==> config.mk <==
export PLATFORM = sky130hd
export DESIGN_NAME = sort_arbiter
export DESIGN_NICKNAME = d
export VERILOG_FILES = /design/src/rtl/sort_pkg.sv /design/src/rtl/rr_pick.sv /design/src/rtl/sort_arbiter.sv
export SDC_FILE = /design/constraint.sdc
export NUM_CORES = 1
export LEC_CHECK = 0
export CAP_MARGIN = 20
export CORE_AREA = 2 2 181 183
export DETAILED_ROUTE_END_ITERATION = 10
export DIE_AREA = 0 0 183 185
export PLACE_DENSITY = 0.63
export SKIP_CTS_REPAIR_TIMING = 1
export SLEW_MARGIN = 20
export SYNTH_ARGS = -nofsm -noshare
export SYNTH_HDL_FRONTEND = slang
export SYNTH_HIERARCHICAL = 1
export SYNTH_SLANG_ARGS = --single-unit
==> constraint.sdc <==
create_clock -name i_clk -period 2.38 [get_ports i_clk]
set_clock_uncertainty 0.15 [all_clocks]
set_input_delay 0.476 -clock i_clk [delete_from_list [all_inputs] [get_ports i_clk]]
set_output_delay 0.476 -clock i_clk [all_outputs]
set_load 0.03 [all_outputs]
==> src/rtl/sort_pkg.sv <==
// rtl/sort_pkg.sv - shared types and default parameters for the sort arbiter
package sort_pkg;

    typedef enum logic [1:0] {
        IDLE  = 2'd0,
        START = 2'd1,
        WAIT  = 2'd2,
        RESP  = 2'd3
    } arb_state_e;

    localparam int DEF_NUM_REQ     = 4;
    localparam int DEF_SIZE_DATA   = 8;
    localparam int DEF_NUMBER_ARR  = 8;
    localparam int DEF_TIMEOUT_CYC = 1024;

endpackage

==> src/rtl/rr_pick.sv <==
// rtl/rr_pick.sv - combinational round-robin picker
//
// Ports:
//   req     - request vector, one bit per requester
//   last_id - index of the most recently granted requester
//   found   - at least one request is pending
//   idx     - first requesting index at or after last_id+1 (mod NUM_REQ)
module rr_pick
    import sort_pkg::*;
#(
    parameter int NUM_REQ = DEF_NUM_REQ
) (
    input  logic [NUM_REQ-1:0]         req,
    input  logic [$clog2(NUM_REQ)-1:0] last_id,
    output logic                       found,
    output logic [$clog2(NUM_REQ)-1:0] idx
);

    localparam int ID_W = $clog2(NUM_REQ);

    logic [ID_W-1:0] cand;

    // Walk from the farthest offset down to the nearest so the last hit
    // written is the closest requester after last_id.
    always_comb begin
        found = 1'b0;
        idx   = '0;
        cand  = '0;
        for (int i = NUM_REQ; i >= 1; i--) begin
            cand = ID_W'((int'(last_id) + i) % NUM_REQ);
            if (req[cand]) begin
                found = 1'b1;
                idx   = cand;
            end
        end
    end

endmodule

==> src/rtl/sort_arbiter.sv <==
// rtl/sort_arbiter.sv - round-robin scheduler sharing one sort engine among requesters
//
// Optional feature macro: SORT_ARB_TIMEOUT_EN (WAIT-state watchdog).
//
// Ports:
//   i_clk, i_rst_n  - clock, asynchronous active-low reset
//   i_req, i_data   - per-requester level request and array
//   o_gnt           - one-hot single-cycle grant (array accepted)
//   o_rsp_*         - sorted array response, valid/ready, with requester id and error flag
//   o_eng_start     - engine start pulse
//   o_eng_data      - engine input array (hold register)
//   i_eng_data      - engine output array
//   i_eng_done      - engine done level; its rising edge completes a job
module sort_arbiter
    import sort_pkg::*;
#(
    parameter int NUM_REQ     = DEF_NUM_REQ,
    parameter int SIZE_DATA   = DEF_SIZE_DATA,
    parameter int NUMBER_ARR  = DEF_NUMBER_ARR,
    parameter int TIMEOUT_CYC = DEF_TIMEOUT_CYC
) (
    input  logic                                          i_clk,
    input  logic                                          i_rst_n,
    input  logic [NUM_REQ-1:0]                            i_req,
    input  logic [NUM_REQ-1:0][NUMBER_ARR-1:0][SIZE_DATA-1:0] i_data,
    output logic [NUM_REQ-1:0]                            o_gnt,
    output logic                                          o_rsp_valid,
    output logic [$clog2(NUM_REQ)-1:0]                    o_rsp_id,
    output logic [NUMBER_ARR-1:0][SIZE_DATA-1:0]          o_rsp_data,
    output logic                                          o_rsp_err,
    input  logic                                          i_rsp_ready,
    output logic                                          o_eng_start,
    output logic [NUMBER_ARR-1:0][SIZE_DATA-1:0]          o_eng_data,
    input  logic [NUMBER_ARR-1:0][SIZE_DATA-1:0]          i_eng_data,
    input  logic                                          i_eng_done
);

    localparam int ID_W = $clog2(NUM_REQ);

    arb_state_e      state_q, state_d;
    logic [ID_W-1:0] cur_id;
    logic [ID_W-1:0] last_id;
    logic [ID_W-1:0] pick_idx;
    logic            pick_found;
    logic            done_q;
    logic            done_rise;

`ifdef SORT_ARB_TIMEOUT_EN
    logic [15:0] to_cnt;
    logic        to_hit;
    logic        rsp_err_q;

    assign to_hit    = (to_cnt == 16'(TIMEOUT_CYC - 1));
    assign o_rsp_err = rsp_err_q;
`else
    logic unused_timeout;

    assign unused_timeout = ^TIMEOUT_CYC;
    assign o_rsp_err      = 1'b0;
`endif

    rr_pick #(
        .NUM_REQ (NUM_REQ)
    ) u_pick (
        .req     (i_req),
        .last_id (last_id),
        .found   (pick_found),
        .idx     (pick_idx)
    );

    // Only a 0->1 transition counts, so a done left high from the previous
    // job cannot complete the current one.
    assign done_rise = i_eng_done & ~done_q;

    always_ff @(posedge i_clk or negedge i_rst_n) begin
        if (!i_rst_n) begin
            state_q    <= IDLE;
            cur_id     <= '0;
            last_id    <= ID_W'(NUM_REQ - 1);
            done_q     <= 1'b0;
            o_eng_data <= '0;
            o_rsp_data <= '0;
            o_rsp_id   <= '0;
`ifdef SORT_ARB_TIMEOUT_EN
            to_cnt     <= '0;
            rsp_err_q  <= 1'b0;
`endif
        end else begin
            state_q <= state_d;
            done_q  <= i_eng_done;
            case (state_q)
                IDLE: begin
                    if (pick_found) begin
                        cur_id     <= pick_idx;
                        o_eng_data <= i_data[pick_idx];
                    end
                end
                START: begin
                    last_id <= cur_id;
`ifdef SORT_ARB_TIMEOUT_EN
                    to_cnt  <= '0;
`endif
                end
                WAIT: begin
                    if (done_rise) begin
                        o_rsp_data <= i_eng_data;
                        o_rsp_id   <= cur_id;
`ifdef SORT_ARB_TIMEOUT_EN
                        rsp_err_q  <= 1'b0;
                    end else if (to_hit) begin
                        // Engine is presumed hung: hand back the unsorted input.
                        o_rsp_data <= o_eng_data;
                        o_rsp_id   <= cur_id;
                        rsp_err_q  <= 1'b1;
                    end else begin
                        to_cnt     <= to_cnt + 16'd1;
`endif
                    end
                end
                default: begin
                end
            endcase
        end
    end

    always_comb begin
        state_d     = state_q;
        o_gnt       = '0;
        o_eng_start = 1'b0;
        o_rsp_valid = 1'b0;
        case (state_q)
            IDLE: begin
                if (pick_found) begin
                    state_d = START;
                end
            end
            START: begin
                o_eng_start   = 1'b1;
                o_gnt[cur_id] = 1'b1;
                state_d       = WAIT;
            end
            WAIT: begin
                if (done_rise) begin
                    state_d = RESP;
                end
`ifdef SORT_ARB_TIMEOUT_EN
                else if (to_hit) begin
                    state_d = RESP;
                end
`endif
            end
            RESP: begin
                o_rsp_valid = 1'b1;
                if (i_rsp_ready) begin
                    state_d = IDLE;
                end
            end
            default: begin
                state_d = IDLE;
            end
        endcase
    end

endmodule

==> run metrics <==
TritonCTS clock tree built; DRC 0; synth cell count leaders dfrtp_1, mux2i_1, mux2_2, nand2_1, o221ai_2; Total Wirelength 27,060 um; R2R Setup Slk 0.30 ns; crit path kind reg -> out; Final Hold Fails 0; Initial Utilization 0.2261; Die Area 33,860 um^2; pin count of the biggest net entering global routing 67; initial antenna violation count 0; gpl congestion 0.7624; Die Height 185 um; share of cells above drive strength 1 0.2043; drt first-iter violations 163; Reg2Reg Depth 6; Switching Fraction 0.4134; Post-DRT Antenna Nets 0; worst path cell trace inv_1 > ha_2 > buf_4 > nor3b_4 > buf_12; Post-Syn Nets 877; WHS 0.3337 ns; CTS Root Cell clkbuf_16; sequential share of the synthesized area 0.4736; CP Launch Point state_q[1]; TritonCTS buffer count 17; crit end category output port; Int Pwr 0.009971 W; # setup viols final 0; Synth Instances 545; Setup WS pre-CTS -0.1579 ns; PD cells 1283 nW/um^2; Max Cap Viol 0; Leak Pwr 5.552 nW; clock transition at the registers of the reported paths 0.06 ns; mapped cell area 7244 um^2; count leader, synth dfrtp_1; CP bufs+invs 3; Tot Pwr 0.01700 W; IO buf count 463; met3 usage 0.07000; minimum clock period 2.261 ns; synth top area cells dfrtp_1, mux2i_1, o221ai_2, mux2_2, nand2_1; Nets 1,352; width of the die 183 um; Final Cycle Share 0.9500; setup ws final 0.1191 ns; Post-synth EDFFs 0; Yosys warnings 6; number of diodes 0; global route total overflow 0; critical path depth 5; drt wl/cell 18.78 um; GRT Util Overall 0.1553; CP Max Fanout 6; CTS Buffer Depth 2; Hold Crit Class reg -> reg; core area 32,040 um^2; top cell type's share of synthesized area 0.4663; Post-synth ARST share 1.000; Mean Syn Cell Area 13.29 um^2; first-pass GRT wire length 39,870 um; crit path to o_gnt[0]; GR Layer Usage met2 0.2694; DP HPWL 20,780 um; Vias/cell 4.420; reg-to-reg startpoint last_id[1]; data arrival time of the worst path 1.63 ns; Clock Latency Late Sink 0.43 ns; Synth Register Bits 137; Combinational Power Share 0.585; number of global-route vias before repair 6,989; most common flop cell mapped by yosys dfrtp_1; CP top delay family flip-flops; IO Count 465; critical path's slowest cell dfrtp_1; max incr delay on CP 0.41 ns; clock share of power 0.169; Site Rows 66; Slew Viols, Final 0; met1 Resource Use GR 0.1716; Req. time, crit path 1.75 ns; Finished Core Util 0.4136; outcome finished clean; H-tree level count 4; peak supply drop 0.7451 mV; CP Launch Type flip-flop; Synth-to-Final Area Change 82.92%; Synth cell types 30; f_max 442.3 MHz; P_sw 0.007027 W; largest area contributor in the netlist dfrtp_1; Flop pwr share 0.247; gr busiest metal met2; worst r2r dst o_eng_data[38]; # clock sinks 137; total iterations of the first detailed-routing run 4; vias 6,369
## power groups by stage
stage / Combinational [W] / Sequential [W] / Clock [W]
after detailed placement: 0.0101 / 0.00421 / 0
after global routing: 0.0105 / 0.00434 / 0.00306
after global placement: 0.00997 / 0.00419 / 0
after CTS: 0.0101 / 0.00420 / 0.00297
after floorplan: 0.00369 / 0.00631 / 0
final: 0.00994 / 0.00419 / 0.00287
## how the worst min path moves through the flow
stage / cells past startpoint / end / slack, ns / start
final: 2 / o_eng_data[46] / 0.33 / o_eng_data[46]
after global routing: 2 / o_eng_data[42] / 0.35 / o_eng_data[42]
after CTS: 1 / state_q[0] / -0.21 / i_rst_n
after detailed placement: 1 / o_rsp_data[33] / 0.27 / i_rst_n
after global placement: 1 / o_rsp_data[15] / 0.27 / i_rst_n
after floorplan: 0 / cur_id[0] / 0.03 / i_rst_n
## registers in the layout, summed over array words and instances, names as in the netlist
register / cells
cur_id: 2
last_id: 2
state_q: 2
o_rsp_data: 64
o_rsp_id: 2
done_q: 1
o_eng_data: 64
## stage by stage
stage	instances	area, um^2	TNS [ns]
finish	1441	13250	0
global route	1441	13250	-0.003198
CTS	1440	13220	-0.2438
detailed placement	1408	12590	-3.026
global placement	1408	12590	-3.763
floorplan	545	7244	0
## routing by layer
metal | wire, um | vias to the layer above
li1 | - | 2997
met1 | 10680 | 3058
met2 | 13240 | 292
met3 | 2751 | 22
met4 | 388 | 0
met5 | 0 | -
## layout by cell type (no fill, tap or decap), types with 3 or more instances in the layout
master           netlist  layout
ha_1                   4       3
buf_12                 0      19
o221ai_2              61      61
dfrtp_1              135     135
clkbuf_16              0      17
clkbuf_8               0       4
bufinv_16              0       3
clkdlybuf4s50_1        0     456
nand2_1               69      68
mux2_2                69      69
mux2i_1              129     129
nand2b_1               4       4
buf_4                 14      21
clkinvlp_4             0       4
o221ai_1               4       4
inv_1                  5       5
## cell families (layout without fill, tap and decap cells)
kind of cell | count (synthesis) | after routing | synth area share
AND/OR/NAND/NOR | 84 | 84 | 0.04836
adder cells (fa/ha/maj) | 4 | 4 | 0.006909
flip-flops | 137 | 137 | 0.4736
multiplexers | 198 | 198 | 0.2855
other | 1 | 1 | 0.0005176
buffers and inverters | 49 | 537 | 0.04715
AO/OA/AOI/OAI | 72 | 72 | 0.1380
## area by class of cell
class                   instances  area, um^2
fillers                      3045       18790
repair buffers                500        5149
flip-flops and latches        137        3431
inverters                       5       18.77
well taps                     408       510.5
multi-input cells             359        3517
clock buffers                  23       488.0
clock inverters                 9       137.6
## worst min-delay path, cell delays in order (launching register included)
cell	delay (ns)
dfrtp_1	0.34
nand2_1	0.06
o221ai_2	0.05
No activity file was read; power rests on OpenSTA's default activity.
